**src/rtl/tl_ram_responder.sv**
```systemverilog
// tl_ram_responder
//   TileLink-UL style RAM slave: decodes a DEPTH x 64-bit region starting at
//   BASE_ADDR, serves PutFull/PutPartial/Get with a single registered
//   response slot (latency 1, full throughput while d_ready stays high).
//
// Ports
//   clock, reset_n         : clock, asynchronous active-low reset
//   auto_in_a_*            : A channel request (valid/ready + payload)
//   auto_in_d_*            : D channel response (valid/ready + payload)
module tl_ram_responder #(
    parameter logic [31:0] BASE_ADDR = 32'h1000_0000,
    parameter int          DEPTH     = 16
) (
    input  logic        clock,
    input  logic        reset_n,
    input  logic        auto_in_a_valid,
    output logic        auto_in_a_ready,
    input  logic [2:0]  auto_in_a_bits_opcode,
    input  logic [2:0]  auto_in_a_bits_param,
    input  logic [3:0]  auto_in_a_bits_size,
    input  logic [3:0]  auto_in_a_bits_source,
    input  logic [31:0] auto_in_a_bits_address,
    input  logic [7:0]  auto_in_a_bits_mask,
    input  logic [63:0] auto_in_a_bits_data,
    input  logic        auto_in_a_bits_corrupt,
    input  logic        auto_in_d_ready,
    output logic        auto_in_d_valid,
    output logic [2:0]  auto_in_d_bits_opcode,
    output logic [1:0]  auto_in_d_bits_param,
    output logic [3:0]  auto_in_d_bits_size,
    output logic [3:0]  auto_in_d_bits_source,
    output logic [2:0]  auto_in_d_bits_sink,
    output logic        auto_in_d_bits_denied,
    output logic [63:0] auto_in_d_bits_data,
    output logic        auto_in_d_bits_corrupt
);

    localparam int          IDX_W        = (DEPTH > 1) ? $clog2(DEPTH) : 1;
    localparam logic [31:0] REGION_BYTES = 32'(DEPTH) << 3;

    localparam logic [2:0] OP_PUT_FULL    = 3'd0;
    localparam logic [2:0] OP_PUT_PARTIAL = 3'd1;
    localparam logic [2:0] OP_GET         = 3'd4;
    localparam logic [2:0] OP_ACK         = 3'd0;
    localparam logic [2:0] OP_ACK_DATA    = 3'd1;

    typedef enum logic {EMPTY = 1'b0, FULL = 1'b1} slot_t;

    slot_t              r_state;
    slot_t              w_state_nxt;
    logic [63:0]        r_mem [DEPTH];

    logic [2:0]         r_d_opcode;
    logic [3:0]         r_d_size;
    logic [3:0]         r_d_source;
    logic               r_d_denied;
    logic [63:0]        r_d_data;
    logic               r_d_corrupt;

    logic               w_a_fire;
    logic [31:0]        w_offset;
    logic               w_in_range;
    logic [IDX_W-1:0]   w_idx;
    logic               w_is_get;
    logic               w_op_ok;
    logic               w_legal;
    logic               w_wr_en;
    logic [63:0]        w_rd_word;

    // param is accepted but carries no meaning for this slave
    logic               w_unused_param;
    assign w_unused_param = &{1'b0, auto_in_a_bits_param};

    // A is ready whenever the slot will be free at the next edge, so a
    // draining response and a new request can share one cycle.
    assign auto_in_a_ready = (r_state == EMPTY) || auto_in_d_ready;
    assign w_a_fire        = auto_in_a_valid && auto_in_a_ready;

    // Unsigned wrap makes addresses below BASE_ADDR land far out of range.
    assign w_offset   = auto_in_a_bits_address - BASE_ADDR;
    assign w_in_range = w_offset < REGION_BYTES;
    assign w_idx      = w_offset[IDX_W+2:3];

    assign w_is_get = (auto_in_a_bits_opcode == OP_GET);
    assign w_op_ok  = (auto_in_a_bits_opcode == OP_PUT_FULL) ||
                      (auto_in_a_bits_opcode == OP_PUT_PARTIAL) || w_is_get;
    assign w_legal  = w_in_range && (auto_in_a_bits_size <= 4'd3) && w_op_ok;
    assign w_wr_en  = w_a_fire && w_legal && !w_is_get && !auto_in_a_bits_corrupt;

    // Read is from the registered array, i.e. the pre-write value.
    assign w_rd_word = (w_legal && w_is_get) ? r_mem[w_idx] : 64'd0;

    // Slot state
    always_ff @(posedge clock or negedge reset_n) begin
        if (!reset_n) r_state <= EMPTY;
        else          r_state <= w_state_nxt;
    end

    always_comb begin
        w_state_nxt = r_state;
        case (r_state)
            EMPTY: if (w_a_fire) w_state_nxt = FULL;
            FULL:  if (w_a_fire) w_state_nxt = FULL;
                   else if (auto_in_d_ready) w_state_nxt = EMPTY;
            default: w_state_nxt = EMPTY;
        endcase
    end

    // Response payload only changes on A fire, which cannot happen while a
    // response is stalled, so the payload holds during backpressure.
    always_ff @(posedge clock or negedge reset_n) begin
        if (!reset_n) begin
            r_d_opcode  <= 3'd0;
            r_d_size    <= 4'd0;
            r_d_source  <= 4'd0;
            r_d_denied  <= 1'b0;
            r_d_data    <= 64'd0;
            r_d_corrupt <= 1'b0;
        end else if (w_a_fire) begin
            r_d_opcode  <= w_is_get ? OP_ACK_DATA : OP_ACK;
            r_d_size    <= auto_in_a_bits_size;
            r_d_source  <= auto_in_a_bits_source;
            r_d_denied  <= !w_legal;
            r_d_data    <= w_rd_word;
            r_d_corrupt <= w_is_get && !w_legal;
        end
    end

    // Storage, byte-masked writes
    always_ff @(posedge clock or negedge reset_n) begin
        if (!reset_n) begin
            for (int k = 0; k < DEPTH; k++) r_mem[k] <= 64'd0;
        end else if (w_wr_en) begin
            for (int b = 0; b < 8; b++) begin
                if (auto_in_a_bits_mask[b])
                    r_mem[w_idx][8*b +: 8] <= auto_in_a_bits_data[8*b +: 8];
            end
        end
    end

    assign auto_in_d_valid        = (r_state == FULL);
    assign auto_in_d_bits_opcode  = r_d_opcode;
    assign auto_in_d_bits_param   = 2'd0;
    assign auto_in_d_bits_size    = r_d_size;
    assign auto_in_d_bits_source  = r_d_source;
    assign auto_in_d_bits_sink    = 3'd0;
    assign auto_in_d_bits_denied  = r_d_denied;
    assign auto_in_d_bits_data    = r_d_data;
    assign auto_in_d_bits_corrupt = r_d_corrupt;

endmodule

```
**config.mk**
```make
export PLATFORM = sky130hd
export DESIGN_NAME = tl_ram_responder
export DESIGN_NICKNAME = d
export VERILOG_FILES = /design/src/rtl/tl_ram_responder.sv
export SDC_FILE = /design/constraint.sdc
export NUM_CORES = 2
export LEC_CHECK = 0
export CAP_MARGIN = 20
export CORE_ASPECT_RATIO = 0.5
export CORE_MARGIN = 2
export CORE_UTILIZATION = 50
export DETAILED_ROUTE_END_ITERATION = 12
export DONT_BUFFER_PORTS = 1
export GPL_TIMING_DRIVEN = 0
export PLACE_DENSITY_LB_ADDON = 0.15
export RECOVER_POWER = 50
export SLEW_MARGIN = 15
export SYNTH_ARGS = -nofsm -noshare
export SYNTH_HDL_FRONTEND = slang
export SYNTH_SLANG_ARGS = --single-unit
```
**constraint.sdc**
```tcl
create_clock -name clock -period 2.4 [get_ports clock]
set_input_delay 0.6 -clock clock [delete_from_list [all_inputs] [get_ports clock]]
set_output_delay 0.6 -clock clock [all_outputs]
set_load 0.005 [all_outputs]
```
; ---- Word-level counts from Yosys, hierarchy flattened
; Cells that the tools add are included.
; W data, S select, Z words.
[totals]
reg_bits = 1102
inputBits = 123
output_inout_bits = 84
elab_cells = 96
[classes]
add_sub_neg = 1
n_lt_le_gt_ge = 4
n_eq_ne = 2
muxes = 48
bitwise_logic = 2
n_reduce_logical = 16
[ops]
columns = cell, n
row1 = $mux W1024, 15
row2 = $bwmux W1024, 8
row3 = $demux W64 S4, 8
row4 = $bmux W64 S4, 1
row5 = $mux W64, 4
row6 = $mux W56, 1
row7 = $mux W48, 1
row8 = $mux W40, 1
row9 = $lt A32 B8 Y1 const B, 1
row10 = $mux W32, 1
row11 = $sub A32 B29 Y32 const B, 1
row12 = $mux W24, 1
row13 = $mux W16, 1
row14 = $logic_and A1 B1 Y1, 9
row15 = $mux W8, 1
row16 = $ge A5 B5 Y1 const B, 1
row17 = $lt A5 B1 Y1 const B, 1
row18 = $not A4 Y5, 1
row19 = $le A4 B2 Y1 const B, 1
row20 = $mux W1, 4
row21 = $eq A3 B1 Y1 const B, 1
row22 = $eq A3 B3 Y1 const B, 1
row23 = $logic_not A1 Y1, 3
row24 = $logic_not A3 Y1, 1
row25 = other kinds (3), 5

; ---- Longest topological paths before layout
[logic_depth]
depth_word = 29
mapped_depth = 8
depth_no_buf = 4

; ---- Least setup slack after synthesis
; OpenSTA, ideal clock, no wires.
[synth_timing]
kind = input to register
start = in auto_in_a_bits_address[30]
end = reg r_mem[432] (netlist name)
setup_time_ns = 0.125
arrival_ns = 2.649
required_time_ns = 2.275
setup_slack_ns = -0.374
stages = 7
path_buffers = 3
path_cell_list = nor4b_1 nand4_1 clkbuf_1 buf_2 buf_2 nor4_4 mux2_2
[synth_via]
elab_chain_cells = 7
[synth_lines]
columns = element, line
row1 = "start, declared", 22  ; input logic [31:0] auto_in_a_bits_address,
row2 = $sub A32 B29 Y32, 80  ; assign w_offset = auto_in_a_bits_address - BASE_ADDR;
row3 = $lt A32 B8 Y1, 81  ; assign w_in_range = w_offset < REGION_BYTES;
row4 = $logic_and A1 B1 Y1 (2 in a row), 87  ; assign w_legal = w_in_range && (auto_in_a_bits_size <= 4'd3) && w_op_ok;
row5 = $logic_and A1 B1 Y1 (3 in a row), 88  ; assign w_wr_en = w_a_fire && w_legal && !w_is_get && !auto_in_a_bits_corrupt;
row6 = "end signal, assigned by index", 136  ; r_mem[w_idx][8*b +: 8] <= auto_in_a_bits_data[8*b +: 8];
row7 = "end, declared", 51  ; logic [63:0] r_mem [DEPTH];
; No other way between the ends.
; A chain may end at the register's enable or synchronous reset.

; ---- Worst setup path after layout
[layout_timing]
start = in auto_in_a_bits_address[4]
end = reg r_d_data[52], in the netlist auto_in_d_bits_data[52]
[layout_via]
elab_chain_cells = 6
word_cells_on_any_way = 10
cone_classes = add/sub: 1 / order compare: 1 / mux: 4 / bitwise: 1 / reduce/logical: 3
[layout_lines]
columns = element, line
row1 = $sub A32 B29 Y32 *, 80
row2 = $lt A32 B8 Y1 / $not A4 Y5 (equally long branches), "81, 91"
row3 = $logic_and A1 B1 Y1 / $bmux W64 S4 (equally long branches), "87, 91"
row4 = $logic_and A1 B1 Y1 / $mux W64 (equally long branches), "87, 91"
row5 = $logic_and A1 B1 Y1 / $mux W64 (equally long branches), 91  ; assign w_rd_word = (w_legal && w_is_get) ? r_mem[w_idx] : 64'd0;
row6 = $mux W64 *, 91
row7 = "end signal, assigned", 124  ; r_d_data <= w_rd_word;
row8 = "end, declared", 57  ; logic [63:0] r_d_data;
; Every way passes the cells marked *; elsewhere a longest branch is shown, timed or not. The select of a mux whose other input is x is not followed.

==> flow_summary.yaml <==
clock_tree:
  cts.path.max_buffers: 3
  htree_levels: 3
  tritoncts: "done"
  root_buffer: "clkbuf_16"
  insertion_delay_ns: 0.72
  clock_sinks: 1100
  postCtsHoldBufs: 73
  clk_pin_slew_ns: 0.06
  cts_made_buffers: 100
yosys:
  ys_top_cells_by_area: "dfrtp_1 (53%), mux2_2 (23%), mux2i_1 (7.4%), nor4_4 (5.2%), a221oi_1 (3.2%)"
  synth_top_family_by_area: "multiplexers"
  synth_cells: 3623
  synth_top_area_cell: "dfrtp_1"
  synth_compound_area_share_pct: 6.473
  ys_types: 33
  syn_area_per_cell_sq_um: 14.42
  ys_seq_area_share_pct: 52.68
  synth_fa_ha_area_share_pct: 0
  synth_top_area_share_pct: 52.68
  synth_xor_area_share_pct: 0
  ys_seq_elements: 1100
  synthMuxAreaShare_pct: 32.36
  synthArstFlopShare_pct: 100.0
  syn_area_sq_mm: 0.05225
  ys_warn_count: 0
  synth-simple-area-share_pct: 6.281
  synth_edf_count: 0
  synth_flop_cell: "dfrtp_1"
setup_path:
  crit_end: "auto_in_d_bits_data[52]"
  cp_slowest_cell: "clkdlybuf4s15_2"
  r2r_cells: 8
  arrival_ns: 3.00
  crit_start: "auto_in_a_bits_address[4]"
  path_class: "in2reg"
  path_cells: "clkbuf_16 -> and2_1 -> clkbuf_1 -> clkdlybuf4s15_2 -> buf_2 -> a22oi_1 -> a221oi_1 -> a221oi_1"
  critPathCaptureType: "register"
  startpoint_type: "input pin"
  r2r_slack_ns: 0.01
  crit_fanout: 10
  worstPathRequired_ns: 2.97
  rr_startpoint: "auto_in_d_valid"
  critPathMaxStageDelay_ns: 0.64
  timing.rr.end: "r_mem[206]"
  cpMostUsedCell: "a221oi_1"
flow_run:
  cap_violations: 2
routing:
  viasPerCell: 6.190
  vias: 33766
  drc_errors: 0
  drtAntennaViolNets: 0
  dr.pass1.iters: 6
  routed_wl_mm: 156.1
  wire_per_inst_um: 28.62
  drtIter0Drc: 2531
grt:
  antenna_found_initial: 8
  grt_start_max_net_pins: 1101
  grt_pass1_vias: 34757
  grtUsageTotal_pct: 28.91
  grt_pass1_wl_mm: 230.1
  gr-total-overflow: 0
pwr:
  power.leakage_nw: 30.15
  powerDensity_mw_per_mm2: 614.6
  ir_worst_vdd_v: 0.0005941
  total_power_mw: 38.10
finish:
  drive_gt1_share_pct: 41.08
  area_growth_syn_to_layout_pct: 18.66
  fill_cells: 7872
  mostFrequentLayoutCells: "dfrtp_1 (1,100), mux2_2 (962), mux2i_1 (384)"
  layout.nets: 4086
  layout_commonest_cell: "dfrtp_1"
floorplanning:
  io_pins: 207
  start_util_pct: 50.67
  dieWidth_um: 461.2
  dieHeight_um: 232.6
  dieArea_sq_mm: 0.1073
  rows: 83
  core_sq_mm: 0.1031
placed_design:
  gp_congestion: 0.8574
  dpl.hpwl_mm: 103.6
  numPortBuffers: 0
timing:
  setup_slack_ns: -0.02574
  min_period_ns: 2.426
  period_share_pct: 101.1
  slew-limit-headroom_pct: -47.65
  setup_viol: 2
  final.setup.tns_ns: -0.04101
  hold_ws_ns: -0.4051
  worstMarginPinSlew_ns: 2.215
  fin_skew_ns: 0.02043
  timing.fmax_mhz: 412.2
  final-hold-violation-count: 136
  maxSlewViolCount: 332
status:
  violations: "hold timing, capacitance limit, slew limit, setup timing"
  status: "complete, but fails checks"
min_path:
  hp-class: "in2async"
[cell type report]
| type | instances | area (sq um) | area share (%) |
|---|---|---|---|
| Multi-Input combinational cell | 2245 | 24230 | 39.08 |
| Inverter | 1 | 3.754 | 0.006054 |
| Clock buffer | 151 | 2967 | 4.785 |
| Antenna cell | 7 | 17.52 | 0.02825 |
| Tap cell | 1402 | 1754 | 2.829 |
| Buffer | 282 | 1415 | 2.282 |
| Clock inverter | 34 | 533.0 | 0.8597 |
| Timing Repair Buffer | 233 | 3552 | 5.729 |
| Sequential cell | 1100 | 27530 | 44.40 |
[logic make-up after synthesis]
kind of cell / after synthesis
AOI/OAI and AO/OA: 451
buffers and inverters: 284
DFF: 1100
muxes: 1544
other: 1
and+or+nand+nor: 243
[state kept, by name, summed over array words and instances, names as in the netlist]
name / cells
auto_in_d_bits_data: 64
auto_in_d_bits_source: 4
auto_in_d_bits_opcode: 1
auto_in_d_bits_denied: 1
auto_in_d_bits_corrupt: 1
auto_in_d_valid: 1
auto_in_d_bits_size: 4
r_mem: 1024
[worst min path at each step]
stage | from | to | depth (start not counted)
after floorplan | reset_n | auto_in_d_bits_corrupt | 0
after global placement | reset_n | r_mem[972] | 0
after detailed placement | reset_n | r_mem[972] | 0
after CTS | reset_n | r_mem[972] | 0
after global routing | reset_n | r_mem[74] | 0
final | reset_n | r_mem[10] | 0
[critical path, delay by kind of cell]
| family | cells | cell delay [ns] |
|---|---|---|
| buf+inv | 4 | 1.67 |
| simple gates | 1 | 0.14 |
| compound gates | 3 | 0.56 |
[power breakdown]
| group | total, mW | internal, mW | switching [mW] |
|---|---|---|---|
| Sequential | 18.6 | 18.6 | 0.0223 |
| Clock | 17.3 | 9.95 | 7.35 |
| Combinational | 2.22 | 0.590 | 1.63 |
[routing by layer]
| layer | up-vias | wire length, um | GRT usage, % |
|---|---|---|---|
| li1 | 14469 | - | - |
| met1 | 18025 | 69140 | 40.21 |
| met2 | 998 | 71440 | 45.13 |
| met3 | 272 | 9732 | 5.980 |
| met4 | 2 | 5683 | 9.969 |
| met5 | - | 104 | 0 |
[stage by stage]
| step | cell area [sq um] | util, % | setup WS [ns] | instances |
|---|---|---|---|---|
| 6_report | 62000 | 60.12 | -0.02574 | 5455 |
| 3_3_place_gp | 54740 | 53.08 | -1.733 | 5031 |
| 5_1_grt | 61990 | 60.11 | -0.04690 | 5452 |
| 2_1_floorplan | 52990 | - | -0.1734 | 3629 |
| 3_5_place_dp | 54900 | 53.24 | -1.347 | 5041 |
| 4_1_cts | 61610 | 59.74 | 0.004487 | 5429 |
[cell usage after synthesis (all sizes together) (2+ instances only)]
master and number:
nor4b 3, nor2 4, clkbuf 206, buf 77, nand4b 5, mux2i 384, a22oi 128, a221oi 192
nor2b 2, nor4 133, nor3 2, mux2 1160, o21ai 2, nand2b 12, nand2 70, nand4 6
dfrtp 1100, o22ai 64, a21oi 64
[timing repair]
action	CTS	global route
buffers inserted	131	13
endpoints found under the hold margin	1411	136
endpoints found under the setup margin	1083	449
resized for setup	50	50
pin swaps	123	10
Note: power is estimated with default switching activity, not from simulation.
